<file path="src/rtl/game_pkg.sv">
// Shared game definitions: FSM state encoding and button channel indices.
// Imported by the menu controller and by the display/audio blocks.
package game_pkg;

    localparam int STATE_W = 3;

    typedef enum logic [STATE_W-1:0] {
        ST_START  = 3'd0,
        ST_MENU   = 3'd1,
        ST_PLAY   = 3'd2,
        ST_PAUSE  = 3'd3,
        ST_FINISH = 3'd4
    } state_e;

    localparam int BTN_PREV    = 0;
    localparam int BTN_NEXT    = 1;
    localparam int BTN_CONFIRM = 2;

endpackage

</file>
<file path="src/rtl/btn_conditioner.sv">
// One button channel: 2-FF synchroniser, stable-level debouncer and
// rising-edge detector producing a single-cycle press pulse.
module btn_conditioner #(
    parameter int DEBOUNCE_CYC = 4
) (
    input  logic clk,
    input  logic rst,
    input  logic btn_i,
    output logic pulse_o
);

    localparam int CNT_W = $clog2(DEBOUNCE_CYC + 1);
    localparam logic [CNT_W-1:0] CNT_LAST = CNT_W'(DEBOUNCE_CYC - 1);

    logic [1:0]       sync_q;
    logic [CNT_W-1:0] cnt_q;
    logic             deb_q;
    logic             deb_dly_q;
    logic             pulse_q;

    always_ff @(posedge clk or posedge rst) begin
        if (rst) begin
            sync_q    <= '0;
            cnt_q     <= '0;
            deb_q     <= 1'b0;
            deb_dly_q <= 1'b0;
            pulse_q   <= 1'b0;
        end else begin
            sync_q <= {sync_q[0], btn_i};
            // Any return to the accepted level restarts the stability window
            if (sync_q[1] == deb_q) begin
                cnt_q <= '0;
            end else if (cnt_q == CNT_LAST) begin
                cnt_q <= '0;
                deb_q <= sync_q[1];
            end else begin
                cnt_q <= cnt_q + CNT_W'(1);
            end
            deb_dly_q <= deb_q;
            pulse_q   <= deb_q & ~deb_dly_q;
        end
    end

    assign pulse_o = pulse_q;

endmodule

</file>
<file path="src/rtl/menu_state_ctrl.sv">
// Song menu controller: conditions the raw buttons and runs the
// START/MENU/PLAY/PAUSE/FINISH state machine with song selection.
module menu_state_ctrl
    import game_pkg::*;
#(
    parameter int  NUM_BTN      = 3,
    parameter int  NUM_SONGS    = 3,
    parameter int  DEBOUNCE_CYC = 4,
    localparam int SEL_W        = $clog2(NUM_SONGS + 1)
) (
    input  logic               clk,
    input  logic               rst,
    input  logic [NUM_BTN-1:0] btn,
    input  logic               finish,
    output logic [NUM_BTN-1:0] btn_pulse,
    output logic [STATE_W-1:0] state,
    output logic [SEL_W-1:0]   song_sel,
    output logic [SEL_W-1:0]   song_confirm
);

    localparam logic [SEL_W-1:0] SEL_MAX = SEL_W'(NUM_SONGS);
    localparam logic [SEL_W-1:0] SEL_ONE = SEL_W'(1);

    for (genvar i = 0; i < NUM_BTN; i++) begin : g_btn
        btn_conditioner #(
            .DEBOUNCE_CYC(DEBOUNCE_CYC)
        ) u_cond (
            .clk    (clk),
            .rst    (rst),
            .btn_i  (btn[i]),
            .pulse_o(btn_pulse[i])
        );
    end

    state_e           state_q;
    logic [SEL_W-1:0] sel_q;
    logic [SEL_W-1:0] confirm_q;
    logic [SEL_W-1:0] sel_inc_d;
    logic [SEL_W-1:0] sel_dec_d;
    logic             p_prev;
    logic             p_next;
    logic             p_conf;

    assign p_prev = btn_pulse[BTN_PREV];
    assign p_next = btn_pulse[BTN_NEXT];
    assign p_conf = btn_pulse[BTN_CONFIRM];

    // Selection wraps within 1..NUM_SONGS; 0 (nothing chosen) enters either end
    always_comb begin
        sel_inc_d = (sel_q == SEL_MAX) ? SEL_ONE : sel_q + SEL_ONE;
        sel_dec_d = (sel_q <= SEL_ONE) ? SEL_MAX : sel_q - SEL_ONE;
    end

    always_ff @(posedge clk or posedge rst) begin
        if (rst) begin
            state_q   <= ST_START;
            sel_q     <= '0;
            confirm_q <= '0;
        end else begin
            confirm_q <= '0;
            unique case (state_q)
                ST_START: begin
                    if (|btn_pulse) state_q <= ST_MENU;
                end
                ST_MENU: begin
                    if (p_conf) begin
                        if (sel_q != '0) begin
                            state_q   <= ST_PLAY;
                            confirm_q <= sel_q;
                        end
                    end else if (p_next && !p_prev) begin
                        sel_q <= sel_inc_d;
                    end else if (p_prev && !p_next) begin
                        sel_q <= sel_dec_d;
                    end
                end
                ST_PLAY: begin
                    if (finish)      state_q <= ST_FINISH;
                    else if (p_conf) state_q <= ST_PAUSE;
                end
                ST_PAUSE: begin
                    if (p_conf)      state_q <= ST_PLAY;
                    else if (p_prev) state_q <= ST_MENU;
                end
                ST_FINISH: begin
                    if (p_conf) state_q <= ST_MENU;
                end
                default: state_q <= ST_START;
            endcase
        end
    end

    assign state        = state_q;
    assign song_sel     = sel_q;
    assign song_confirm = confirm_q;

endmodule
</file>
<file path="config.mk">
export PLATFORM = sky130hd
export DESIGN_NAME = menu_state_ctrl
export DESIGN_NICKNAME = d
export VERILOG_FILES = /design/src/rtl/game_pkg.sv /design/src/rtl/btn_conditioner.sv /design/src/rtl/menu_state_ctrl.sv
export SDC_FILE = /design/constraint.sdc
export NUM_CORES = 1
export LEC_CHECK = 0
export ABC_AREA = 1
export BUFFER_PORTS_ARGS = -buffer_cell sky130_fd_sc_hd__buf_2
export CAP_MARGIN = 10
export CORE_MARGIN = 5
export CORE_UTILIZATION = 60
export CTS_BUF_LIST = sky130_fd_sc_hd__clkbuf_16
export DETAILED_ROUTE_END_ITERATION = 7
export PLACE_DENSITY = 0.81
export SLEW_MARGIN = 20
export SYNTH_ARGS = -nofsm -noshare
export SYNTH_HDL_FRONTEND = slang
export SYNTH_HIERARCHICAL = 1
export SYNTH_SLANG_ARGS = --single-unit
</file>
<file path="constraint.sdc">
create_clock -name clk -period 3.1 [get_ports clk]
set_clock_uncertainty 0.15 [all_clocks]
set_input_delay 0.62 -clock clk [delete_from_list [all_inputs] [get_ports clk]]
set_output_delay 0.62 -clock clk [all_outputs]
set_load 0.005 [all_outputs]
</file>
Word-level counts from Yosys, hierarchy flattened

Index checks and enable logic that the tools add are counted.

Add/subtract/negate cells: 5
Multipliers: 0
Divide/modulo/power cells: 0
Order comparisons: 1
Equal/unequal tests: 17
Shift operators: 0
Mux-type cells: 22
Bitwise gates (word level): 10
Reduce and logical (&&, ||, !) cells: 13

Operator list:

| operator                                            | number |
|---|---|
| two-way mux 3 bit                                   | 14 |
| == test 3 x 2 -> 1 bit, second input constant       | 5 |
| case mux 3 bit (5 select lines)                     | 1 |
| two-way mux 2 bit                                   | 7 |
| adder 3 x 1 -> 3 bit, second input constant         | 3 |
| inverter 1 bit                                      | 7 |
| AND reduction 2 bit                                 | 3 |
| AND reduction 6 bit                                 | 1 |
| != test 2 x 1 -> 1 bit, second input constant       | 2 |
| != test 2 bit, second input constant                | 2 |
| nonzero test 2 bit                                  | 2 |
| bitwise AND 1 bit                                   | 3 |
| == test 1 bit                                       | 3 |
| == test 3 x 1 -> 1 bit, second input constant       | 1 |
| == test 3 bit, second input constant                | 1 |
| zero test 3 bit                                     | 1 |
| != test 3 x 1 -> 1 bit, second input constant       | 1 |
| != test 3 x 2 -> 1 bit, second input constant       | 1 |
| AND reduction 3 bit                                 | 1 |
| OR reduction 3 bit                                  | 1 |
| adder 2 x 1 -> 2 bit, second input constant         | 1 |
| == test 2 bit, second input constant                | 1 |
| <= comparator 2 x 1 -> 1 bit, second input constant | 1 |
| logical AND 1 bit                                   | 2 |
| 2 further kinds                                     | 3 |

Register bits after elaboration: 31
Latch bits: 0
RAM bits: 0
Memory bits (read-only): 0
Input bits: 6
Output and inout port bits: 10
Memories: 0

Longest topological paths before layout

Gate-level depths: netlist of the first run.

Depth in word-level cells: 4
Gate-level depth with buffers: 9
Gate-level depth less buffers: 9

Modules after synthesis

The synthesis of the first run kept the hierarchy.

By module, submodules not included:

| module          | instances | cells each | area an instance (um2) | seq. area each (um2) |
|---|---|---|---|---|
| btn_conditioner | 3         | 29         | 296.5                  | 200.2 |
| menu_state_ctrl | 1         | 69         | 538.0                  | 175.2 |

Worst setup path before layout of the first run

OpenSTA, ideal clock, no wires.

Kind: register to output
Start point: register g_btn[2].u_cond.pulse_q
End point: output btn_pulse[2]
Arrival: 0.560 ns
Path slack: 1.770 ns
Stages on the path, launching flop included: 2
Path through: dfrtp_1 > buf_4

RTL lines:

| item                     | line                  | source |
|---|---|---|
| start: declaration       | btn_conditioner.sv:19 | `logic pulse_q;` |
| start signal: assignment | btn_conditioner.sv:40 | `pulse_q <= deb_q & ~deb_dly_q;` |
| end: declaration         | menu_state_ctrl.sv:15 | `output logic [NUM_BTN-1:0] btn_pulse,` |

No word-level cell between the ends.

Worst setup path after layout of the first run

Start point: register state_q[0] (netlist: state[0])
End point: output state[0]

RTL lines:

| item                     | line                  | source |
|---|---|---|
| start: declaration       | menu_state_ctrl.sv:35 | `state_e state_q;` |
| start signal: assignment | menu_state_ctrl.sv:56 | `state_q <= ST_START;` |
| start signal: assignment | menu_state_ctrl.sv:63 | `if (\|btn_pulse) state_q <= ST_MENU;` |
| start signal: assignment | menu_state_ctrl.sv:68 | `state_q <= ST_PLAY;` |
| end: declaration         | menu_state_ctrl.sv:16 | `output logic [STATE_W-1:0] state,` |

No word-level cell between the ends.

==> flow_metrics.tcl, run 1 <==
set metrics [dict create \
    ys_warn_count 6 \
    grt_overflow_total 0 \
    synth.distinct_cells 19 \
    cp-start-kind "flop" \
    pwr-share-seq_pct 38.6 \
    nFillCells 158 \
    post_synth.cell_area_avg_sq_um 9.15 \
    cp-endpoint "state[0]" \
    r2r_cells 7 \
    cts-htree-levels 2 \
    worstSetupStartpoint "state[0]$_DFFE_PP0P_" \
    finalWirelength_um 2400 \
    fin_util_pct 73.9 \
    area_growth_pct 15.7 \
    path_depth 1 \
    antenna_found_initial 0 \
    ff2ff_setup_slack_ns 1.72 \
    vias_per_cell 5.08 \
    switching_share_pct 36.4 \
    slowest_delay_ns 0.45 \
    synth_top_area_share_pct 54.3 \
    postCtsHoldBufs 0 \
    cts_tree "built" \
    grtUsageTotal_pct 16.3 \
    power.density_nw_per_um2 989 \
    hold_path.class "in -> async" \
    yosys-top-cells-area "dfrtp_1 54%, nand2_1 8.4%, ha_1 7.9%" \
    maxSlewViolCount 0 \
    cts-root-buf "clkbuf_16" \
    grt_pass1_vias 966 \
    finalHoldViolations 0 \
    period_needed_ns 1.65 \
    dpl_cell_area_sq_um 1520 \
    n_antenna_cell 0 \
    criticalPathCategory "reg -> out" \
    power_leakage_uw 0.000905 \
    coreArea_sq_um 2230 \
    cts_buffer_depth 2 \
    grt_pass1_wl_um 4090 \
    io_buffers 15 \
    synth_area_sq_um 1430 \
    worst_ep_required_time_ns 2.33 \
    endpoint_kind "primary output" \
    timing.rr.end "state[1]$_DFFE_PP0P_" \
    syn_inst 156 \
    rsz0062_at_grt "no" \
    clk-insertion-delay-late_ns 0.27 \
    dr.first_iter.drc_count 21 \
    crit_slowest_cell "dfrtp_1" \
    ir_drop_uv 722 \
    slew_headroom_pct 79.6 \
    cts_setup_buffers 0 \
    drc_errors 0 \
    synth_top_area_cell "dfrtp_1" \
    grt_max_degree 10 \
    cap_violations 0 \
    p_int_uw 1040 \
    routabilityCongestion 0.758 \
    fp.dieW_um 58.8 \
    hpwl_um 1840 \
    tns_ns 0 \
    clkTransAtPathRegs_ns 0.05 \
    setup_viol 0 \
    synth_nets 171 \
    drive_gt1_share_pct 25.6 \
    instances_no_fill 204 \
    power_frac_clock_pct 26.7 \
    path_cells "buf_2" \
    clkSinkCount 31 \
    p_sw_uw 594 \
    nNetsFinal 190 \
    finalPower_uw 1630 \
    synth_seq_cells 31 \
    tightestPinTransition_ns 0.306 \
    first_pass_iters 5 \
    placementRows 17 \
    ios 16 \
    fmax_mhz 607 \
    cts_buffers 5 \
    route.antenna.remaining_nets 0 \
    vias 1037 \
    outcome "finished clean" \
    finalCritPeriodShare_pct 53.2 \
    start_util_pct 63.9 \
    critPathArrivalTime_ns 0.88 \
    crit_family "flip-flops" \
    worst-path-buf-inv 1 \
    dieHeight_um 58.8 \
    power_frac_comb_pct 34.7 \
    dp_cells 196 \
    synth_seq_area_share_pct 54.3 \
    die_area_sq_um 3460 \
    worstReg2RegStart "song_sel[1]$_DFFE_PP0P_" \
    crit_path_max_fanout 6 \
    cts_resized 0 \
    stdcell_area_sq_um 1650 \
    wire_per_inst_um 11.8 \
]
## power by group through the flow
stage	registers (uW)	clock network, uW	logic, uW
6_report	631	436	567
5_1_grt	652	467	647
4_1_cts	632	448	569
3_5_place_dp	638	0	565
3_3_place_gp	625	0	535
2_1_floorplan	619	0	445
## sequential cells by signal, indices dropped and copies added (netlist names)
| signal | cells |
|---|---|
| song_sel | 2 |
| state | 3 |
| g_btn.u_cond/pulse_o | 3 |
| g_btn.u_cond/deb_dly_q | 3 |
| g_btn.u_cond/sync_q | 6 |
| g_btn.u_cond/deb_q | 3 |
| song_confirm | 2 |
| g_btn.u_cond/cnt_q | 9 |
## final cells by class
type                       instances  area (sq um)  area share [%]
clock inverter                     3          11.3           0.682
timing repair buffer              15          75.1            4.55
sequential                        31           776            47.0
clock buffer                       5           125            7.58
inverter                          30           113            6.82
tap                               28          35.0            2.12
multi-input combinational         92           517            31.3
## Yosys cell counts, drive strengths merged
library cell	instances
nand2	42
dfrtp	31
inv	30
nor2	23
ha	9
nand3	7
o21ai	5
buf	3
nor3	2
a21oi	1
mux2i	1
nor4	1
o32ai	1
## per-stage QoR
step | setup slack (ns) | hold WS (ns)
final | 1.45 | 0.170
after global routing | 1.39 | 0.190
after CTS | 1.44 | 0.173
after detailed placement | 1.67 | 0.187
after global placement | 1.72 | 0.182
after floorplan | 1.77 | 0.181
## how the worst min path moves through the flow
stage | start | endpoint | slack [ns] | depth (start not counted)
detailed placement | g_btn[1].u_cond/sync_q[0]$_DFF_PP0_ | g_btn[1].u_cond/sync_q[1]$_DFF_PP0_ | 0.19 | 0
global route | rst | song_sel[1]$_DFFE_PP0P_ | 0.19 | 2
floorplan | g_btn[0].u_cond/sync_q[0]$_DFF_PP0_ | g_btn[0].u_cond/sync_q[1]$_DFF_PP0_ | 0.18 | 0
finish | rst | song_sel[1]$_DFFE_PP0P_ | 0.17 | 2
global placement | g_btn[0].u_cond/sync_q[0]$_DFF_PP0_ | g_btn[0].u_cond/sync_q[1]$_DFF_PP0_ | 0.18 | 0
CTS | rst | song_sel[1]$_DFFE_PP0P_ | 0.17 | 2
## metal layers
metal / share of wire (%) / up-vias / GRT usage (%)
met5: 0 / - / 0
met4: 2.2 / 0 / 8.74
met3: 5.9 / 7 / 5.92
met2: 52 / 30 / 26.7
met1: 40 / 493 / 18.6
li1: - / 507 / -
## cell families after synthesis
kind of cell	share of synthesized area (%)
compound gates	2.72
fa+ha+maj	7.89
buf+inv	9.47
flops	54.3
mux	0.701
simple gates	24.9
## layout by cell type, fill, tap and decap left out
cell and instances:
buf_2 15, nor3_1 2, nor2_2 5, nand2_2 10, ha_1 9, mux2i_1 1
clkbuf_16 5, nand3_1 4, o21ai_1 2, o21ai_0 3, clkinv_1 2, nor2_4 1
nand2_1 32, a21oi_1 1, nor2_1 17, o32ai_1 1, dfrtp_1 31, inv_2 6
nor4_1 1, nand3_2 3, inv_1 25
Power figures use the tool's default switching activity.
==> inputs of run 2 (changes only) <==
--- a/config.mk
+++ b/config.mk
@@ -9,10 +9,10 @@
 export BUFFER_PORTS_ARGS = -buffer_cell sky130_fd_sc_hd__buf_2
 export CAP_MARGIN = 10
 export CORE_MARGIN = 5
-export CORE_UTILIZATION = 60
+export CORE_UTILIZATION = 56
 export CTS_BUF_LIST = sky130_fd_sc_hd__clkbuf_16
 export DETAILED_ROUTE_END_ITERATION = 7
-export PLACE_DENSITY = 0.81
+export PLACE_DENSITY = 0.77
 export SLEW_MARGIN = 20
 export SYNTH_ARGS = -nofsm -noshare
 export SYNTH_HDL_FRONTEND = slang
==> constraint.sdc (replaced) <==
create_clock -name clk -period 1.7 [get_ports clk]
set_clock_uncertainty 0.15 [all_clocks]
set_input_delay 0.34 -clock clk [delete_from_list [all_inputs] [get_ports clk]]
set_output_delay 0.34 -clock clk [all_outputs]
set_load 0.005 [all_outputs]
==> flow_metrics.tcl, run 2 (synthesized netlist as in run 1, its figures left out) <==
set metrics [dict create \
    rsz0062_at_grt "no" \
    cap_violations 0 \
    crit_slowest_cell "dfrtp_1" \
    dieHeight_um 60.5 \
    outcome "finished clean" \
    criticalPathCategory "reg -> out" \
    finalPower_uw 3150 \
    tns_ns 0 \
    grt_pass1_vias 947 \
    first_pass_iters 4 \
    area_growth_pct 18.8 \
    hpwl_um 1710 \
    pre_cts_ws_ns 0.351 \
    fp.dieW_um 60.5 \
    grt_pass1_wl_um 4130 \
    nNetsFinal 191 \
    route.antenna.remaining_nets 0 \
    worst-path-buf-inv 1 \
    cts_tree "built" \
    critPathArrivalTime_ns 0.91 \
    cts_buffers 5 \
    cts-root-buf "clkbuf_16" \
    vias_per_cell 4.73 \
    power_leakage_uw 0.000923 \
    cts_resized 0 \
    clkTransAtPathRegs_ns 0.05 \
    placementRows 18 \
    maxSlewViolCount 0 \
    cts_setup_buffers 0 \
    crit_family "flip-flops" \
    slew_headroom_pct 79.4 \
    regMostFlops "g_btn.u_cond/cnt_q" \
    antenna_found_initial 0 \
    grt_max_degree 12 \
    grtUsageTotal_pct 16.0 \
    tightestPinTransition_ns 0.309 \
    mostFrequentLayoutCell "nand2_1" \
    clkSinkCount 31 \
    finalCritPeriodShare_pct 82.4 \
    cts_buffer_depth 2 \
    grt_overflow_total 0 \
    fin_ws_ns 0.299 \
    clk-insertion-delay-late_ns 0.27 \
    ios 16 \
    setup_viol 0 \
    postCtsHoldBufs 1 \
    cts-htree-levels 2 \
    worst_ep_required_time_ns 1.21 \
    top_regs "g_btn.u_cond/cnt_q (9), g_btn.u_cond/sync_q (6)" \
    finalHoldViolations 0 \
    start_util_pct 58.2 \
    mostFrequentLayoutCells "32 x nand2_1, 31 x dfrtp_1, 24 x inv_1" \
    fin_util_pct 69.1 \
    path_cells "buf_2" \
    n_antenna_cell 0 \
    power.density_nw_per_um2 1860 \
    fmax_mhz 714 \
    period_needed_ns 1.40 \
    hold_path.class "in -> reg" \
    coreArea_sq_um 2450 \
    finalWirelength_um 2250 \
    wire_per_inst_um 10.9 \
    drive_gt1_share_pct 27.1 \
    endpoint_kind "primary output" \
    vias 980 \
    dr.first_iter.drc_count 76 \
    routabilityCongestion 0.859 \
    ir_drop_uv 1330 \
    die_area_sq_um 3660 \
    nFillCells 189 \
    io_buffers 15 \
    drc_errors 0 \
    crit_path_max_fanout 6 \
    cp-start-kind "flop" \
    largest_reg_flops 9 \
    slowest_delay_ns 0.48 \
    fin_hold_ws_ns 0.0229 \
]
-- run 2: final timing paths --
path,to,cells past startpoint,start,slack (ns)
max reg2reg,song_sel[1]$_DFFE_PP0P_,6,song_sel[1]$_DFFE_PP0P_,0.33
max,state[0],1,state[0]$_DFFE_PP0P_,0.30
min in group asynchronous,g_btn[2].u_cond/deb_dly_q$_DFF_PP0_,3,rst,0.42
max in group asynchronous,state[0]$_DFFE_PP0P_,3,rst,0.73
min,g_btn[1].u_cond/sync_q[0]$_DFF_PP0_,1,btn[1],0.02
min reg2reg,g_btn[0].u_cond/sync_q[1]$_DFF_PP0_,0,g_btn[0].u_cond/sync_q[0]$_DFF_PP0_,0.19
-- run 2: area by class of cell --
cell class,count,area (sq um),area share (%)
clock buffers,5,125,7.37
clock inverters,3,43.8,2.58
inverters,30,113,6.64
multi-input cells,92,517,30.5
flip-flops and latches,31,776,45.7
well taps,30,37.5,2.21
repair buffers,16,85.1,5.01
-- run 2: per-stage QoR --
step | cell area [sq um] | cells
2_1_floorplan | 1430 | 156
3_3_place_gp | 1520 | 198
3_5_place_dp | 1520 | 198
4_1_cts | 1700 | 207
5_1_grt | 1700 | 207
6_report | 1700 | 207
-- run 2: power by group --
group	total [uW]	switching, uW	internal, uW	leakage [uW]
registers	1150	187	964	0.000393
clock network	979	292	688	0.0000838
logic	1020	609	411	0.000447
-- run 2: metal layers --
layer,up-vias,share of wire (%),global-route usage [%]
li1,509,-,-
met1,450,41,18.6
met2,15,51,26.5
met3,6,5.6,6.38
met4,0,1.8,6.50
met5,-,0,0
